`config.mk`:
```
export PLATFORM = sky130hd
export DESIGN_NAME = seq_divider_8bit_flat
export DESIGN_NICKNAME = d
export VERILOG_FILES = /design/src/rtl/seq_divider_8bit_pkg.sv /design/src/rtl/seq_divider_8bit_if.sv /design/src/rtl/seq_divider_8bit_step.sv /design/src/rtl/seq_divider_8bit.sv /design/src/flat_wrapper.sv
export SDC_FILE = /design/constraint.sdc
export NUM_CORES = 1
export LEC_CHECK = 0
export ABC_AREA = 1
export CORE_UTILIZATION = 55
export CTS_CLUSTER_SIZE = 24
export DETAILED_ROUTE_END_ITERATION = 7
export HOLD_SLACK_MARGIN = 0.12
export PLACE_DENSITY_LB_ADDON = 0.15
export SYNTH_ARGS = -nofsm -noshare
export SYNTH_HDL_FRONTEND = slang
export SYNTH_SLANG_ARGS = --single-unit
```
`constraint.sdc`:
```
create_clock -name clk -period 3.55 [get_ports clk]
set_input_delay 0.71 -clock clk [delete_from_list [all_inputs] [get_ports clk]]
set_output_delay 0.71 -clock clk [all_outputs]
set_load 0.02 [all_outputs]
```
`src/rtl/seq_divider_8bit_pkg.sv`:
```
// Shared types and defaults for the sequential restoring divider.
package seq_div_pkg;

    localparam int SEQ_DIV_N_DEFAULT = 8;

    typedef enum logic [1:0] {
        IDLE = 2'd0,
        RUN  = 2'd1,
        DONE = 2'd2
    } seq_div_state_t;

endpackage

```
`src/rtl/seq_divider_8bit_if.sv`:
```
// Request/result bundle between the requester (master) and the divider (slave).
interface seq_divider_8bit_if
    import seq_div_pkg::*;
#(
    parameter int N = SEQ_DIV_N_DEFAULT
) ();

    // Handshake: start is taken only when the divider is in IDLE or DONE (busy low);
    // while busy it is ignored. done pulses for exactly one cycle when the results
    // and flags become valid; they then hold until the next accepted start.
    logic             start;
    logic [2*N-1:0]   dividend;
    logic [N-1:0]     divisor;
    logic             busy;
    logic             done;
    logic [N-1:0]     quotient;
    logic [N-1:0]     remainder;
    logic             div_by_zero;
    logic             overflow;
    seq_div_state_t   state;

    modport master (
        output start, dividend, divisor,
        input  busy, done, quotient, remainder, div_by_zero, overflow, state
    );

    modport slave (
        input  start, dividend, divisor,
        output busy, done, quotient, remainder, div_by_zero, overflow, state
    );

endinterface

```
`src/rtl/seq_divider_8bit_step.sv`:
```
// One combinational restoring-division step: shift {R,Q} left, subtract if it fits.
module seq_div_step #(
    parameter int N = 8
) (
    input  logic [N:0]   r,
    input  logic [N-1:0] q,
    input  logic [N-1:0] divisor,
    output logic [N:0]   r_next,
    output logic [N-1:0] q_next
);

    logic [2*N:0] shifted;
    logic [N:0]   r_sh;
    logic [N-1:0] q_sh;

    assign shifted = {r, q} << 1;
    assign r_sh    = shifted[2*N:N];
    assign q_sh    = shifted[N-1:0];

    always_comb begin
        r_next = r_sh;
        q_next = q_sh;
        if (r_sh >= {1'b0, divisor}) begin
            r_next = r_sh - {1'b0, divisor};
            q_next = {q_sh[N-1:1], 1'b1};
        end
    end

endmodule

```
`src/rtl/seq_divider_8bit.sv`:
```
// Sequential restoring divider: 2N-bit dividend / N-bit divisor, one quotient bit per clock.
// Optional simulation checks are compiled when SEQ_DIV_CHECK_EN is defined.
module seq_divider_8bit
    import seq_div_pkg::*;
#(
    parameter int N = SEQ_DIV_N_DEFAULT
) (
    input logic               clk,
    input logic               rst,
    seq_divider_8bit_if.slave bus
);

    localparam int CW = (N > 1) ? $clog2(N) : 1;

    seq_div_state_t state, state_nxt;
    logic [N:0]     r_q, r_step;
    logic [N-1:0]   q_q, q_step, dvs_q, quo_q, rem_q;
    logic           dbz_q, ovf_q;
    logic [CW-1:0]  cnt_q;
    logic           accept, last, is_zero, is_ovf;

    assign accept  = (state != RUN) && bus.start;
    assign is_zero = (bus.divisor == '0);
    assign is_ovf  = (bus.dividend[2*N-1:N] >= bus.divisor);
    assign last    = (cnt_q == CW'(N - 1));

    seq_div_step #(.N(N)) u_step (
        .r       (r_q),
        .q       (q_q),
        .divisor (dvs_q),
        .r_next  (r_step),
        .q_next  (q_step)
    );

    always_ff @(posedge clk or posedge rst) begin
        if (rst) state <= IDLE;
        else     state <= state_nxt;
    end

    always_comb begin
        state_nxt = state;
        unique case (state)
            IDLE, DONE: begin
                if (bus.start) state_nxt = (is_zero || is_ovf) ? DONE : RUN;
                else           state_nxt = IDLE;
            end
            RUN:     if (last) state_nxt = DONE;
            default: state_nxt = IDLE;
        endcase
    end

    // Error cases resolve on the accept edge; normal results load only on the last RUN step.
    always_ff @(posedge clk or posedge rst) begin
        if (rst) begin
            r_q   <= '0;
            q_q   <= '0;
            dvs_q <= '0;
            cnt_q <= '0;
            quo_q <= '0;
            rem_q <= '0;
            dbz_q <= 1'b0;
            ovf_q <= 1'b0;
        end else if (accept) begin
            dvs_q <= bus.divisor;
            dbz_q <= 1'b0;
            ovf_q <= 1'b0;
            if (is_zero) begin
                dbz_q <= 1'b1;
                quo_q <= '1;
                rem_q <= bus.dividend[N-1:0];
            end else if (is_ovf) begin
                ovf_q <= 1'b1;
                quo_q <= '1;
                rem_q <= '0;
            end else begin
                r_q   <= {1'b0, bus.dividend[2*N-1:N]};
                q_q   <= bus.dividend[N-1:0];
                cnt_q <= '0;
            end
        end else if (state == RUN) begin
            r_q   <= r_step;
            q_q   <= q_step;
            cnt_q <= cnt_q + 1'b1;
            if (last) begin
                quo_q <= q_step;
                rem_q <= r_step[N-1:0];
            end
        end
    end

    assign bus.busy        = (state == RUN);
    assign bus.done        = (state == DONE);
    assign bus.quotient    = quo_q;
    assign bus.remainder   = rem_q;
    assign bus.div_by_zero = dbz_q;
    assign bus.overflow    = ovf_q;
    assign bus.state       = state;

`ifdef SEQ_DIV_CHECK_EN
    logic [2*N-1:0] dvd_chk_q;

    always_ff @(posedge clk or posedge rst) begin
        if (rst)         dvd_chk_q <= '0;
        else if (accept) dvd_chk_q <= bus.dividend;
    end

    always @(posedge clk) begin
        if (!rst) begin
            if (state == DONE && !dbz_q && !ovf_q) begin
                assert ((2*N)'(quo_q) * (2*N)'(dvs_q) + (2*N)'(rem_q) == dvd_chk_q)
                    else $error("seq_divider_8bit: quotient*divisor+remainder != dividend");
                assert (rem_q < dvs_q)
                    else $error("seq_divider_8bit: remainder not below divisor");
            end
            if (bus.start && state == RUN)
                $warning("seq_divider_8bit: start asserted while busy, ignored");
        end
    end
`endif

endmodule

```
`src/flat_wrapper.sv`:
```
// flat-port wrapper written by rule: the top's interface ports become plain ports
module seq_divider_8bit_flat import seq_div_pkg::*;
#(
    parameter int N = SEQ_DIV_N_DEFAULT
)
  (clk, rst, bus_start, bus_dividend, bus_divisor, bus_busy, bus_done, bus_quotient, bus_remainder, bus_div_by_zero, bus_overflow, bus_state);
  seq_divider_8bit_if #(.N(N)) bus_i ();
  input logic clk;
  input logic rst;
  input wire logic [$bits(bus_i.start)-1:0] bus_start;
  input wire logic [$bits(bus_i.dividend)-1:0] bus_dividend;
  input wire logic [$bits(bus_i.divisor)-1:0] bus_divisor;
  output wire logic [$bits(bus_i.busy)-1:0] bus_busy;
  output wire logic [$bits(bus_i.done)-1:0] bus_done;
  output wire logic [$bits(bus_i.quotient)-1:0] bus_quotient;
  output wire logic [$bits(bus_i.remainder)-1:0] bus_remainder;
  output wire logic [$bits(bus_i.div_by_zero)-1:0] bus_div_by_zero;
  output wire logic [$bits(bus_i.overflow)-1:0] bus_overflow;
  output wire logic [$bits(bus_i.state)-1:0] bus_state;
  assign bus_i.start = bus_start;
  assign bus_i.dividend = bus_dividend;
  assign bus_i.divisor = bus_divisor;
  assign bus_busy = bus_i.busy;
  assign bus_done = bus_i.done;
  assign bus_quotient = bus_i.quotient;
  assign bus_remainder = bus_i.remainder;
  assign bus_div_by_zero = bus_i.div_by_zero;
  assign bus_overflow = bus_i.overflow;
  assign bus_state = bus_i.state;
  seq_divider_8bit #(.N(N)) u_core (.clk(clk), .rst(rst), .bus(bus_i));
endmodule
```
# Word level (Yosys, flattened, before mapping)
# Index checks and enable logic that the tools add are counted.
op_classes:
  n_addsub: 2
  mul: 0
  div: 0
  magnitude_cmp: 2
  eq_ne: 8
  n_shift: 0
  n_mux: 31
  bitwise_logic: 0
  reduce_logical: 9
op_table:
  columns: ["operator", "count"]
  rows:
  - ["$mux W8", 19]
  - ["$mux W3", 4]
  - ["$ge A9 B8 Y1", 1]
  - ["$ge A8 B8 Y1", 1]
  - ["$logic_not A8 Y1", 1]
  - ["$sub A8 B8 Y8", 1]
  - ["$mux W2", 3]
  - ["$reduce_and A3 Y1", 2]
  - ["$mux W1", 4]
  - ["$ne A2 B1 Y1 const B", 2]
  - ["$ne A2 B2 Y1 const B", 2]
  - ["$pmux W2 S2", 1]
  - ["$reduce_bool A2 Y1", 2]
  - ["$add A3 B1 Y3 const B", 1]
  - ["$eq A3 B3 Y1 const B", 1]
  - ["$ne A3 B3 Y1 const B", 1]
  - ["$eq A2 B1 Y1 const B", 1]
  - ["$eq A2 B2 Y1 const B", 1]
  - ["$logic_not A2 Y1", 1]
  - ["$reduce_or A2 Y1", 1]
  - ["$logic_and A1 B1 Y1", 1]
  - ["$logic_or A1 B1 Y1", 1]
word_totals:
  regBits: 47
  latchBits: 0
  ram_bits: 0
  romBits: 0
  in_bits: 27
  elab_cells: 61
  n_memories: 0

# Logic depth before layout (Yosys ltp)
logic_depth:
  ltp_word: 5
  mapped_depth: 14
  ltp_nobuf: 13

# Modules after synthesis
# A second synthesis with hierarchy kept.
hier_totals:
  hier_cells: 456
  hier_area_um2: 3363.2
modules_own_cells:
  columns: ["mod", "n_inst", "cells_each", "area_per_inst_um2", "seq_area_each_um2"]
  rows:
  - ["seq_divider_8bit", 1, 316, 2613.8, 1201.2]
  - ["seq_div_step", 1, 140, 749.5, 0.0]

# Least setup slack after synthesis
# OpenSTA, ideal clock, no wires.
synth_path:
  path_kind: "input to register"
  startpoint: "input bus_divisor[5]"
  endpoint: "register u_core.cnt_q[0]"
  setup_ns: 0.116
  arrival_time_ns: 2.025
  setup_slack_ns: 1.409
  cell_stages: 10
  path_cell_list: "inv_1 ha_1 a21oi_1 o21a_1 nand3_2 o21ai_4 nand2_4 buf_6 nand2_1 nand2_1"
synth_between:
  elab_chain_cells: 3
  word_cells_on_any_way: 5
  classes_between: "order compare (1); eq/ne (2); reduce/logical (2)"
synth_rtl:
  columns: ["element", "line", "rtl"]
  rows:
  - ["from (decl)", "flat_wrapper.sv:12", "input wire logic [$bits(bus_i.divisor)-1:0] bus_divisor;"]
  - ["$ge A8 B8 Y1 / $logic_not A8 Y1 (equally long branches)", "seq_divider_8bit.sv:24, seq_divider_8bit.sv:23", null]
  - ["$ne A2 B2 Y1 (no source line)", null, null]
  - ["$reduce_and A3 Y1 (no source line) (*)", null, null]
  - ["to (signal assigned)", "seq_divider_8bit.sv:83", "cnt_q <= cnt_q + 1'b1;"]
  - ["to (decl)", "seq_divider_8bit.sv:19", "logic [CW-1:0] cnt_q;"]
# Mark *: on every way between the ends. The rest lies on a longest branch, timed or not.
# A chain may end at the register's enable or synchronous reset.

# Worst setup path in the final report
layout_path:
  startpoint: "input bus_divisor[5]"
  endpoint: "register u_core.q_q[7]"
layout_between:
  elab_chain_cells: 3
  word_cells_on_any_way: 5
  classes_between: "order compare (1); eq/ne (2); reduce/logical (2)"
layout_rtl:
  columns: ["element", "line", "rtl"]
  rows:
  - ["$ge A8 B8 Y1 / $logic_not A8 Y1 (equally long branches)", "seq_divider_8bit.sv:24, seq_divider_8bit.sv:23", null]
  - ["$ne A2 B2 Y1 (no source line)", null, null]
  - ["$reduce_and A3 Y1 (no source line) (*)", null, null]
  - ["to (signal assigned)", "seq_divider_8bit.sv:77", "q_q <= bus.dividend[N-1:0];"]
  - ["to (signal assigned)", "seq_divider_8bit.sv:82", "q_q <= q_step;"]
  - ["to (decl)", "seq_divider_8bit.sv:17", "logic [N-1:0] q_q, q_step, dvs_q, quo_q, rem_q;"]
# Marked as above.

==> reports/qor.csv <==
metric,value,unit
synth_commonest_cells,"nand2_1, nand3_1, inv_1",
syn_avg_cell_area,7.098,um^2
intPower,1871,uW
worst_pin_slew,960.1,ps
outcome,completed,
synth.most_common_cell,nand2_1,
drv_slew,0,
avgViaCountPerCell,5.386,
swShare,46.89,%
wl_per_cell,13.33,um
cts_root_buffer,clkbuf_8,
synth_top_cells_by_area,"dfrtp_1, nand2_1, nand3_1, ha_1, inv_1",
drtIter0Drc,236,
synth_top_area_share,38.99,%
final_cell_area,3667,um^2
grt_max_degree,48,
path_class,primary input to flop,
setup_viol,0,
end_kind,flop,
cts_tree,built,
drive_above_1_share,5.720,%
die-width,76.06,um
r2r-end,u_core.bus.remainder[2]$_DFFE_PP0P_,
period_share,69.11,%
p_switching,1652,uW
pwr-share-comb,60.7,%
cp.required,3790,ps
place_area,3535,um^2
overflow,0,
worst_skew_pair.late_latency,310,ps
skew,8.939,ps
hold_end,u_core.q_q[2]$_DFFE_PP0P_,
ys_seq_area_share,38.99,%
synth_area_leader_cell,dfrtp_1,
port_buffers,48,
multi_input_comb_area,1573,um^2
finalHoldViolations,0,
rrSetupSlack,1520,ps
synth_ff_type,dfrtp_1,
synth.net_count,471,
nets,517,
synth_seq_cells,47,
dp_hpwl,5566,um
dr.pass1.iters,5,
start_kind,primary input,
ys_warn_count,0,
cts_hold_buf,0,
rr_startpoint,u_core.r_q[5]$_DFFE_PP0P_,
cts_resized,0,
antennaDiodeCount,0,
place_congestion,0.9354,
drc_errors,0,
syn-instance-count,425,
post_cts_buffers,0,
synth_edf_count,0,
crit_arrival,2700,ps
seq_area,1176,um^2
cts.clk_slew.worst_paths,90,ps
p_leak,0.001948,uW
fillCellCount,445,
clk_path_buf_depth,2,
core,5205,um^2
min_from,u_core.q_q[2]$_DFFE_PP0P_,
max_cap_viol_count,0,
hold_depth,2,
cts_max_level,2,
reg2reg_depth,9,
grt_pass1_wl,12380,um
die_area,5785,um^2
start_util,57.96,%
numCtsBuffers,5,
ant_nets,0,
pwr-share-seq,26.2,%
cts_sinks,47,
fp-row-count,26,
relSlewSlack,35.90,%
antenna_found_initial,0,
ir_drop,0.0004966,V
netlist_area,3017,um^2
rsz0062_at_grt,no,
ys_types,27,
routed_wl,7225,um
area_delta_synth_final,21.57,%
hold_class,flop to flop,
grt_usage,26.93,%
setup_tns,0,ps
power_density,960.5,nW/um^2
fin_crit,2454,ps
worstPathMaxFanout,17,
fmax,407.6,MHz
via_count,2919,
p_clk_share,13.2,%
synth-async-reset-ratio,100.0,%
io_pins,49,
grt_pass1_vias,2746,
die_h,76.06,um
worst max-delay path: stages:
cell,delay (ps)
clkdlybuf4s50_1,470
inv_1,70
ha_1,310
a21oi_1,170
o21a_1,140
nand3_2,120
nor2_1,130
nand2_1,100
nand2_2,290
nand2_1,100
nand2_1,80
sequential cells by signal, summed over array words and instances (netlist names):
name,count
u_core.bus.div_by_zero,1
u_core.bus.overflow,1
u_core.bus.quotient,8
u_core.bus.remainder,8
u_core.bus.state,2
u_core.cnt_q,3
u_core.dvs_q,8
u_core.q_q,8
u_core.r_q,8
metal layers:
layer  vias up  global-route usage [%]  share of wire, %
met5         -                       0                 0
met4         0                   9.615               2.3
met3        17                   5.030               6.7
met2       116                   43.82                46
met1      1344                   36.11                45
li1       1442                       -                 -
through the flow:
stage               total power (uW)  hold slack (ps)  worst slack [ps]  std cells  utilization [%]
floorplan                       2447            441.9              1409        425                -
global placement                2980            454.1             869.2        534            67.91
detailed placement              3036            459.2             791.1        534            67.91
CTS                             3513            480.9              1102        542            70.46
global route                    3842            504.7             960.4        542            70.46
finish                          3522            481.5              1096        542            70.46
worst max path at each step:
stage                    from                                   to  slack [ps]  cells after the start
6_report       bus_divisor[5]            u_core.q_q[7]$_DFFE_PP0P_        1100                     11
5_1_grt        bus_divisor[7]   u_core.bus.quotient[5]$_DFFE_PP0P_         960                     10
4_1_cts        bus_divisor[5]  u_core.bus.remainder[2]$_DFFE_PP0P_        1100                     10
3_5_place_dp   bus_divisor[5]            u_core.q_q[7]$_DFFE_PP0P_         790                     11
3_3_place_gp   bus_divisor[5]  u_core.bus.remainder[0]$_DFFE_PP0P_         870                     10
2_1_floorplan  bus_divisor[5]          u_core.cnt_q[0]$_DFFE_PP0P_        1410                     10
logic make-up (layout without fill, tap and decap cells):
logic type | count (synthesis) | count (layout) | synth area share (%)
flops | 47 | 47 | 38.99
compound gates | 27 | 27 | 5.061
buf+inv | 64 | 111 | 8.876
xor+xnor | 3 | 3 | 0.8712
simple gates | 265 | 265 | 38.08
fa+ha+maj | 19 | 19 | 8.130
final cells by class:
type | count | area share [%]
clock buffer | 6 | 1.979
clock inverter | 2 | 1.638
inverter | 52 | 5.322
multi-input combinational | 314 | 42.89
sequential | 47 | 32.07
tap | 70 | 2.388
timing repair buffer | 51 | 13.72
cells in the final DEF, fill, tap and decap left out:
master / instances
nand4_1: 13
clkdlybuf4s50_1: 48
o21ai_4: 1
or2_2: 1
dfrtp_1: 47
nor2_1: 14
o21a_1: 1
nand4_2: 1
bufinv_16: 2
nor2_4: 1
fa_1: 1
buf_4: 3
inv_1: 48
clkbuf_8: 5
o21bai_1: 1
a21oi_1: 6
inv_2: 4
xnor2_1: 3
nand3_1: 50
nand2_4: 2
o22ai_1: 1
nand2_2: 1
clkbuf_1: 1
ha_1: 18
nand2_1: 176
nor2_2: 4
o21ai_0: 17
nand3_2: 2
power by group through the flow:
| stage | Clock [uW] | Sequential (uW) | Combinational (uW) |
|---|---|---|---|
| final | 463 | 923 | 2140 |
| after global routing | 491 | 953 | 2400 |
| after CTS | 467 | 920 | 2130 |
| after detailed placement | 0 | 931 | 2100 |
| after global placement | 0 | 918 | 2060 |
| after floorplan | 0 | 1010 | 1440 |
(Power assumes the default switching activity.)
